File: src/rtl/onehot_regfile_pkg.sv
// +----------------------------------------------------------------------+
// | regfile_pkg : shared sizes and write-pipe entry type for the regfile  |
// | Rev 1.0                                                               |
// +----------------------------------------------------------------------+
`default_nettype none

package regfile_pkg;

  localparam int NREGS      = 32;
  localparam int IDX_W      = 5;
  localparam int WB_LAT_MAX = 4;

  localparam logic [IDX_W-1:0] R0 = '0;

  typedef struct packed {
    logic             valid;
    logic [IDX_W-1:0] idx;
  } wb_entry_t;

endpackage

`default_nettype wire

File: src/rtl/onehot_regfile_if.sv
// +----------------------------------------------------------------------+
// | onehot_regfile_if : decode/ALU-side bus of the one-hot register file  |
// | Rev 1.0                                                               |
// +----------------------------------------------------------------------+
`default_nettype none

interface onehot_regfile_if #(
  parameter int WIDTH = 32
);

  logic [31:0]      Aselect;
  logic [31:0]      Bselect;
  logic [31:0]      Dselect;
  logic             wen;
  logic [WIDTH-1:0] dbus;
  logic [WIDTH-1:0] abus;
  logic [WIDTH-1:0] bbus;
  logic             sel_err;
  logic             wb_busy;

  modport master (
    output Aselect, Bselect, Dselect, wen, dbus,
    input  abus, bbus, sel_err, wb_busy
  );

  modport slave (
    input  Aselect, Bselect, Dselect, wen, dbus,
    output abus, bbus, sel_err, wb_busy
  );

endinterface

`default_nettype wire

File: src/rtl/onehot_regfile_enc32.sv
// +----------------------------------------------------------------------+
// | onehot_enc32 : 32-bit one-hot to 5-bit index encoder with legality    |
// | Rev 1.0                                                               |
// +----------------------------------------------------------------------+
`default_nettype none

module onehot_enc32
  import regfile_pkg::*;
(
  input  logic [NREGS-1:0] onehot_i,
  output logic [IDX_W-1:0] idx_o,
  output logic             legal_o
);

  always_comb begin
    idx_o = '0;
    for (int i = 0; i < NREGS; i++) begin
      if (onehot_i[i]) begin
        idx_o = idx_o | IDX_W'(i);
      end
    end
    // Exactly one bit set: nonzero and clearing the lowest set bit leaves zero.
    legal_o = (onehot_i != '0) && ((onehot_i & (onehot_i - NREGS'(1))) == '0);
  end

endmodule

`default_nettype wire

File: src/rtl/onehot_regfile.sv
// +----------------------------------------------------------------------+
// | onehot_regfile : 32-entry regfile with one-hot selects, registered    |
// | read ports, delayed write-back pipe and commit-to-read bypass. Rev 1.0|
// +----------------------------------------------------------------------+
`default_nettype none

module onehot_regfile
  import regfile_pkg::*;
#(
  parameter int WIDTH  = 32,
  parameter int WB_LAT = 1
) (
  input  logic             clk,
  input  logic             rst_n,
  onehot_regfile_if.slave  bus
);

  localparam int LAT = (WB_LAT < 1) ? 1 : ((WB_LAT > WB_LAT_MAX) ? WB_LAT_MAX : WB_LAT);

  logic [IDX_W-1:0] idx_a, idx_b, idx_d;
  logic             legal_a, legal_b, legal_d;

  onehot_enc32 u_enc_a (.onehot_i(bus.Aselect), .idx_o(idx_a), .legal_o(legal_a));
  onehot_enc32 u_enc_b (.onehot_i(bus.Bselect), .idx_o(idx_b), .legal_o(legal_b));
  onehot_enc32 u_enc_d (.onehot_i(bus.Dselect), .idx_o(idx_d), .legal_o(legal_d));

  logic [WIDTH-1:0] regs_q [NREGS];
  wb_entry_t        pipe_q [LAT];
  wb_entry_t        cap_d;
  wb_entry_t        commit;
  logic [WIDTH-1:0] abus_q, abus_d;
  logic [WIDTH-1:0] bbus_q, bbus_d;
  logic             sel_err_q, sel_err_d;
  logic             busy;

  function automatic logic [WIDTH-1:0] read_mux(
    input logic             legal,
    input logic [IDX_W-1:0] idx,
    input wb_entry_t        wb,
    input logic [WIDTH-1:0] wdata,
    input logic [WIDTH-1:0] rdata
  );
    if (!legal || idx == R0) begin
      return '0;
    end
    if (wb.valid && wb.idx == idx) begin
      return wdata;
    end
    return rdata;
  endfunction

  always_comb begin
    // r0 writes never enter the pipe, so they can neither commit nor show as busy.
    cap_d.valid = legal_d & bus.wen & (idx_d != R0);
    cap_d.idx   = idx_d;
    commit      = pipe_q[LAT-1];
    abus_d      = read_mux(legal_a, idx_a, commit, bus.dbus, regs_q[idx_a]);
    bbus_d      = read_mux(legal_b, idx_b, commit, bus.dbus, regs_q[idx_b]);
    sel_err_d   = sel_err_q | ~legal_a | ~legal_b | (~legal_d & bus.wen);
    busy        = 1'b0;
    for (int i = 0; i < LAT; i++) begin
      busy = busy | pipe_q[i].valid;
    end
  end

  always_ff @(posedge clk or negedge rst_n) begin
    if (!rst_n) begin
      for (int i = 0; i < NREGS; i++) begin
        regs_q[i] <= '0;
      end
      for (int i = 0; i < LAT; i++) begin
        pipe_q[i] <= '0;
      end
      abus_q    <= '0;
      bbus_q    <= '0;
      sel_err_q <= 1'b0;
    end else begin
      pipe_q[0] <= cap_d;
      for (int i = 1; i < LAT; i++) begin
        pipe_q[i] <= pipe_q[i-1];
      end
      if (commit.valid) begin
        regs_q[commit.idx] <= bus.dbus;
      end
      abus_q    <= abus_d;
      bbus_q    <= bbus_d;
      sel_err_q <= sel_err_d;
    end
  end

  assign bus.abus    = abus_q;
  assign bus.bbus    = bbus_q;
  assign bus.sel_err = sel_err_q;
  assign bus.wb_busy = busy;

endmodule

`default_nettype wire

File: src/flat_wrapper.sv
// flat-port wrapper written by rule: the top's interface ports become plain ports
module onehot_regfile_flat import regfile_pkg::*;
#(
  parameter int WIDTH  = 32,
  parameter int WB_LAT = 1
)
  (clk, rst_n, bus_Aselect, bus_Bselect, bus_Dselect, bus_wen, bus_dbus, bus_abus, bus_bbus, bus_sel_err, bus_wb_busy);
  onehot_regfile_if #(.WIDTH(WIDTH)) bus_i ();
  input  logic clk;
  input  logic rst_n;
  input wire logic [$bits(bus_i.Aselect)-1:0] bus_Aselect;
  input wire logic [$bits(bus_i.Bselect)-1:0] bus_Bselect;
  input wire logic [$bits(bus_i.Dselect)-1:0] bus_Dselect;
  input wire logic [$bits(bus_i.wen)-1:0] bus_wen;
  input wire logic [$bits(bus_i.dbus)-1:0] bus_dbus;
  output wire logic [$bits(bus_i.abus)-1:0] bus_abus;
  output wire logic [$bits(bus_i.bbus)-1:0] bus_bbus;
  output wire logic [$bits(bus_i.sel_err)-1:0] bus_sel_err;
  output wire logic [$bits(bus_i.wb_busy)-1:0] bus_wb_busy;
  assign bus_i.Aselect = bus_Aselect;
  assign bus_i.Bselect = bus_Bselect;
  assign bus_i.Dselect = bus_Dselect;
  assign bus_i.wen = bus_wen;
  assign bus_i.dbus = bus_dbus;
  assign bus_abus = bus_i.abus;
  assign bus_bbus = bus_i.bbus;
  assign bus_sel_err = bus_i.sel_err;
  assign bus_wb_busy = bus_i.wb_busy;
  onehot_regfile #(.WIDTH(WIDTH), .WB_LAT(WB_LAT)) u_core (.clk(clk), .rst_n(rst_n), .bus(bus_i));
endmodule
File: config.mk
export PLATFORM = sky130hd
export DESIGN_NAME = onehot_regfile_flat
export DESIGN_NICKNAME = d
export VERILOG_FILES = /design/src/rtl/onehot_regfile_pkg.sv /design/src/rtl/onehot_regfile_if.sv /design/src/rtl/onehot_regfile_enc32.sv /design/src/rtl/onehot_regfile.sv /design/src/flat_wrapper.sv
export SDC_FILE = /design/constraint.sdc
export NUM_CORES = 2
export LEC_CHECK = 0
export CAP_MARGIN = 20
export CORE_MARGIN = 2
export CORE_UTILIZATION = 25
export DETAILED_ROUTE_END_ITERATION = 10
export GPL_TIMING_DRIVEN = 1
export HOLD_SLACK_MARGIN = 0.03
export PLACE_DENSITY = 0.4
export REMOVE_ABC_BUFFERS = 1
export SETUP_SLACK_MARGIN = 0.2
export SLEW_MARGIN = 20
export SYNTH_ARGS = -nofsm -noshare
export SYNTH_HDL_FRONTEND = slang
export SYNTH_SLANG_ARGS = --single-unit
File: constraint.sdc
create_clock -name clk -period 2.98 [get_ports clk]
set_input_delay 0.298 -clock clk [delete_from_list [all_inputs] [get_ports clk]]
set_output_delay 0.298 -clock clk [all_outputs]
set_load 0.03 [all_outputs]
Yosys cells after proc, flatten, opt, wreduce, memory -nomap -nowiden

Cells that the tools add are included.

Add/subtract/negate cells: 3
Order comparisons: 4
Eq/ne operators: 2
Muxes and demuxes: 120
Bitwise logic cells: 15
Reductions and logical operators: 19

Operator list:

| cell                    | number |
|---|---|
| $bwmux W1024            | 1 |
| $mux W32                | 17 |
| $bmux W32 S5            | 2 |
| $mux W5                 | 48 |
| $demux W32 S5           | 1 |
| $and A32 B32 Y32        | 3 |
| $logic_not A32 Y1       | 3 |
| $mux W4                 | 24 |
| $reduce_bool A32 Y1     | 3 |
| $sub A32 B1 Y32 const B | 3 |
| $mux W3                 | 12 |
| $ge A6 B6 Y1 const B    | 3 |
| $not A5 Y6              | 3 |
| $mux W2                 | 6 |
| $eq A5 B5 Y1            | 2 |
| $logic_not A5 Y1        | 2 |
| $mux W1                 | 9 |
| $logic_and A1 B1 Y1     | 6 |
| $lt A6 B1 Y1 const B    | 1 |
| $reduce_bool A5 Y1      | 1 |
| $and A1 B1 Y1           | 3 |
| $not A1 Y1              | 3 |
| $or A1 B1 Y1            | 3 |
| $logic_not A1 Y1        | 2 |
| $logic_or A1 B1 Y1      | 2 |

Register bits after elaboration: 1,095
Input bits: 131
Word-level logic and storage cells: 200

Depth between registers and ports, before layout

Word-level depth: 39
Gate-level depth with buffers: 13

Cells and area by module

A second synthesis with hierarchy kept.

Cells, all modules: 4,128
Area, all modules: 58,912.8 um^2

By module, submodules not included:

| module         | times used | cells each | area an instance (um^2) | seq. area each (um^2) |
|---|---|---|---|---|
| onehot_regfile | 1          | 3,912      | 57,208.6                | 27,401.3 |
| onehot_enc32   | 3          | 72         | 568.0                   | 0.0 |

Least setup slack after synthesis

Ideal clock, no wire load.

Kind: in2reg
Start point: input port bus_Bselect[13]
End point: register u_core.bbus_q[28] (netlist: u_core.bus.bbus[28])
Setup time: 0.082 ns
Arrival time: 2.985 ns
Data required time: 2.898 ns
Slack: -0.087 ns
Cell stages on the path: 10
Buffers on the path: 2
Cells stage by stage: or4_1 > clkbuf_1 > or4_4 > a2111oi_2 > nor2_1 > or4b_1 > nand3b_4 > buf_6 > o21bai_1 > a31oi_1

Longest elaborated chain between the ends: 26

RTL lines:

| item                                                                      | RTL line                                   | text |
|---|---|---|
| start, declared                                                           | flat_wrapper.sv:12                         | `input wire logic [$bits(bus_i.Bselect)-1:0] bus_Bselect;` |
| $mux W4 (3 in a row)                                                      | onehot_regfile_enc32.sv:18                 | `if (onehot_i[i]) begin` |
| $mux W5 (16 in a row)                                                     | onehot_regfile_enc32.sv:18                 |  |
| $not A5 Y6 (not written as such) or $eq A5 B5 Y1 (tied branches)          | onehot_regfile.sv:58, onehot_regfile.sv:46 |  |
| $bmux W32 S5 or $logic_and A1 B1 Y1 (tied branches)                       | onehot_regfile.sv:58, onehot_regfile.sv:46 |  |
| $mux W32 (not written as such), or another cell as far along (2 in a row) | onehot_regfile.sv:58                       | `bbus_d = read_mux(legal_b, idx_b, commit, bus.dbus, regs_q[idx_b]);` |
| $mux W32                                                                  | onehot_regfile.sv:49                       | `return rdata;` |
| $mux W32                                                                  | onehot_regfile.sv:46                       | `if (wb.valid && wb.idx == idx) begin` |
| $mux W32 *                                                                | onehot_regfile.sv:46                       |  |
| via u_core.bbus_d[28]                                                     | onehot_regfile.sv:32                       | `logic [WIDTH-1:0] bbus_q, bbus_d;` |
| end signal, assigned                                                      | onehot_regfile.sv:86                       | `bbus_q <= bbus_d;` |
| end, declared                                                             | onehot_regfile.sv:32                       |  |

The timed path passes the listed nets; every way through them passes the cells marked *. The select of a mux whose other input is x is not followed.
A chain may end at the register's enable or synchronous reset.

Final worst setup path

Start point: input port bus_Bselect[31]
End point: register u_core.bbus_q[11] (netlist: u_core.bus.bbus[11])

Longest elaborated chain between the ends: 8

RTL lines:

| item                                              | RTL line                                               | text |
|---|---|---|
| $sub A32 B1 Y32 or $mux W5 (tied branches)        | onehot_regfile_enc32.sv:23, onehot_regfile_enc32.sv:18 |  |
| $and A32 B32 Y32, or another cell as far along    | onehot_regfile_enc32.sv:23                             | `legal_o = (onehot_i != '0) && ((onehot_i & (onehot_i - NREGS'(1))) == '0);` |
| $logic_not A32 Y1, or another cell as far along   | onehot_regfile_enc32.sv:23                             |  |
| $logic_and A1 B1 Y1, or another cell as far along | onehot_regfile_enc32.sv:23                             |  |
| $logic_not A1 Y1, or another cell as far along    | onehot_regfile.sv:43                                   | `if (!legal \|\| idx == R0) begin` |
| $logic_or A1 B1 Y1 or $mux W32 (tied branches)    | onehot_regfile.sv:43, onehot_regfile.sv:49             |  |
| $mux W1 or $mux W32 (tied branches)               | onehot_regfile.sv:43, onehot_regfile.sv:46             |  |
| $mux W32 *                                        | onehot_regfile.sv:46                                   |  |
| via u_core.bbus_d[11]                             | onehot_regfile.sv:32                                   |  |

Marks and branches as above.

==> results.md <==
- Final-stage net count: 7141
- Req. time, crit path: 3650 ps
- Max frequency: 0.3584 GHz
- Reg clk slew, reported paths: 60 ps
- Full die area: between 0.2 and 0.25 sq mm
- Most Used Layer, Global Route: met2
- Area after DPL: 0.07252 sq mm
- Antenna violations before repair: 10
- RSZ-0062 raised after global routing: yes
- Period Utilization, post-route: 0.9363
- Core footprint: 0.2405 sq mm
- Vias in the first global route: roughly 55000
- Met1 usage: 0.3105
- CTS buffer count: 136
- CTS H-Tree Depth: 4
- Setup Crit Path Kind: primary input to flip-flop
- Setup Skew: between 20 and 30 ps
- Setup-failing EPs final: 0
- DR WL/cell: between 20 and 30 um
- Seq/Total Area, Yosys: 0.4532
- Mapped Avg Cell Area: 9.283 sq um
- Crit Path Max Fanout: 11
- Drc violations: 0
- Synthesized area: about 0.060 sq mm
- GRT met2 Usage: 0.3842
- CTS sink count: roughly 1100
- Met3 GRT Util: 0.02933
- Area contributors post-synth: dfrtp_1 45%, mux2_2 14%, nand2_1 9.6%, o21ai_0 4.1%, clkbuf_1 3.5%
- Drt initial violations: 5064
- Detail Placement HPWL: about 190 mm
- Count leader, synth: nand2_1
- Layout cells sized above 1: 0.2762
- Clock tree buffer depth: 3
- Synth unique cells: 72
- Status: finished clean
- Worst Tran Pin Value: roughly 1000 ps
- Yosys Warn Count: 0
- Std cell rows: between 150 and 200
- Starting density of the core: 0.2514
- Final hold vios: 0
- Seq. cell area: 0.02740 sq mm
- Die height: slightly below 500 um
- Antenna violation net count after detailed routing: 0
- Rel. slew slack: 0.3118
- Pwr/cell area: 430.8 mW/mm^2
- P_leak: 36.25 nW
- Largest net degree at the start of global routing: 109
- Max-cap viol count: 0
- Synth Register Bits: around 1100
- Buffers on Ports: 196
- Placer congestion estimate: 0.8780
- Area taken by multi-input logic gates: roughly 0.032 sq mm
- Die X: 495.8 um
- Via Count: 55764
- Final instance area: approximately 0.078 sq mm
- VDD IR-drop max: 0.0005285 V
- CTS tree: built
- Total gr overflow: 0
- Post-synth ARST share: 1.000
- # fillers: around 25000
- Drt pass-1 iters: 8
- Hold slack: roughly 83 ps
- Clock Tree Root: clkbuf_16
- Synth area leader: dfrtp_1
- Cells after DPL: roughly 10000
- Via-to-Cell Ratio: 5.415
- Critical path capture point type: flip-flop
- I/O pin count: between 150 and 200
- Gr usage total: 0.2330
- CP Data Arrival Time: 3460 ps
- Post-route minimum period: 2790 ps
- Post-synth top cells: 1547 x nand2_1, 1095 x dfrtp_1, 756 x mux2_2
- Post-Syn Instances: 6513
- Non-Filler Instances: 10299
- Crit path launch type: primary input
- Worst-Skew Late Latency: 800 ps
- Final WL: 294.0 mm
- First-pass GRT wire length: 417.7 mm
- Synth top area share: 0.4532
- Worst hold path type: primary input to flip-flop
- Area grow syn2layout: 28.83%
- EDFF count, synth: 0
- Max Slew Vio Count: 0
- Dominant synthesized flop cell: dfrtp_1
## layout by cell type, fill, tap and decap left out, types with 23 or more instances in the layout
cell type and n:
nand3_1 206, clkbuf_8 26, nand4_1 48, nor2_1 62
mux2_2 756, buf_4 570, buf_12 192, a311oi_1 56
nor4_1 23, and3_1 270, a31o_2 61, a211oi_1 242
o211ai_1 43, a21oi_1 67, inv_1 40, dfrtp_1 1095
clkbuf_16 144, nand2_1 1523, o22ai_1 26, clkdlybuf4s50_1 163
clkbuf_1 34, o21ai_0 492, mux2i_1 143, a221oi_1 27
o221ai_1 24, nor2_4 26, nor3_1 52, a31oi_1 227
## report_power, final
group	total (W)	internal, W	switching [W]
Sequential	0.0151	0.0150	0.0000831
Combinational	0.00136	0.000502	0.000860
Clock	0.0171	0.0101	0.00705
## path summary, 6_finish.rpt
check                              startpoint             endpoint  slack [ps]  depth (start not counted)
setup / recovery              bus_Bselect[31]  u_core.bus.bbus[11]         190                         10
hold / removal                        bus_wen   u_core.bus.wb_busy          80                          3
setup reg to reg             u_core.commit[3]  u_core.bus.abus[14]         490                         11
hold reg to reg            u_core.regs_q[859]   u_core.regs_q[859]         490                          2
max in group asynchronous               rst_n   u_core.regs_q[458]        1230                          5
min in group asynchronous               rst_n   u_core.regs_q[195]         580                          3
## layer usage
metal	vias up	routed length (um)
met5	-	11
met4	2	11750
met3	472	15880
met2	2021	138600
met1	28649	127700
li1	24620	-
## metrics by stage
step | power (W) | utilization | setup slack [ps] | TNS [ps]
6_report | 0.03356 | 0.3238 | 189.7 | 0
2_1_floorplan | 0.01560 | - | -21720 | -1065100
3_3_place_gp | 0.01669 | 0.3014 | -965.0 | -52030
4_1_cts | 0.03394 | 0.3213 | 122.7 | 0
5_1_grt | 0.03472 | 0.3238 | 143.9 | 0
3_5_place_dp | 0.01669 | 0.3015 | -1040 | -54340
## worst max-delay path, cell delays in order
cell	delay, ps
clkdlybuf4s50_1	420
or4_4	590
or4_4	690
o21ai_2	170
buf_12	220
a211oi_1	70
a211oi_1	330
a32oi_1	150
and4_1	220
a211oi_1	290
## sequential cells by signal, summed over array words and instances, names as in the netlist
register            cells
u_core.bus.bbus        32
u_core.bus.wb_busy      1
u_core.bus.abus        32
u_core.regs_q        1024
u_core.commit           5
u_core.bus.sel_err      1
## cell families (layout without fill, tap and decap cells)
logic type               Yosys count  in the layout  share of synthesized area
AND/OR/NAND/NOR                 2346           2346                     0.1728
other                              0              6                          0
adder cells (fa/ha/maj)           10             10                   0.001656
XOR/XNOR                          10             10                   0.001448
AO/OA/AOI/OAI                   1500           1500                     0.1653
buffers and inverters            652           1247                    0.04097
flip-flops                      1095           1095                     0.4532
multiplexers                     900            900                     0.1646
## what timing repair did
item,in CTS,in global routing
buffers inserted,6,12
resized for setup,55,96
cloned,0,3
pin swaps,17,24
hold buffers,3,0
hold endpoints to repair,427,0
endpoints found under the setup margin,65,65
## final cells by class
class,instances,area share
Antenna cell,6,0.0001928
Clock buffer,201,0.05153
Timing Repair Buffer,971,0.1324
Tap cell,3185,0.05116
Inverter,40,0.001928
Clock inverter,35,0.005943
Multi-Input combinational cell,4766,0.4051
Sequential cell,1095,0.3518
Power figures use the tool's default switching activity.
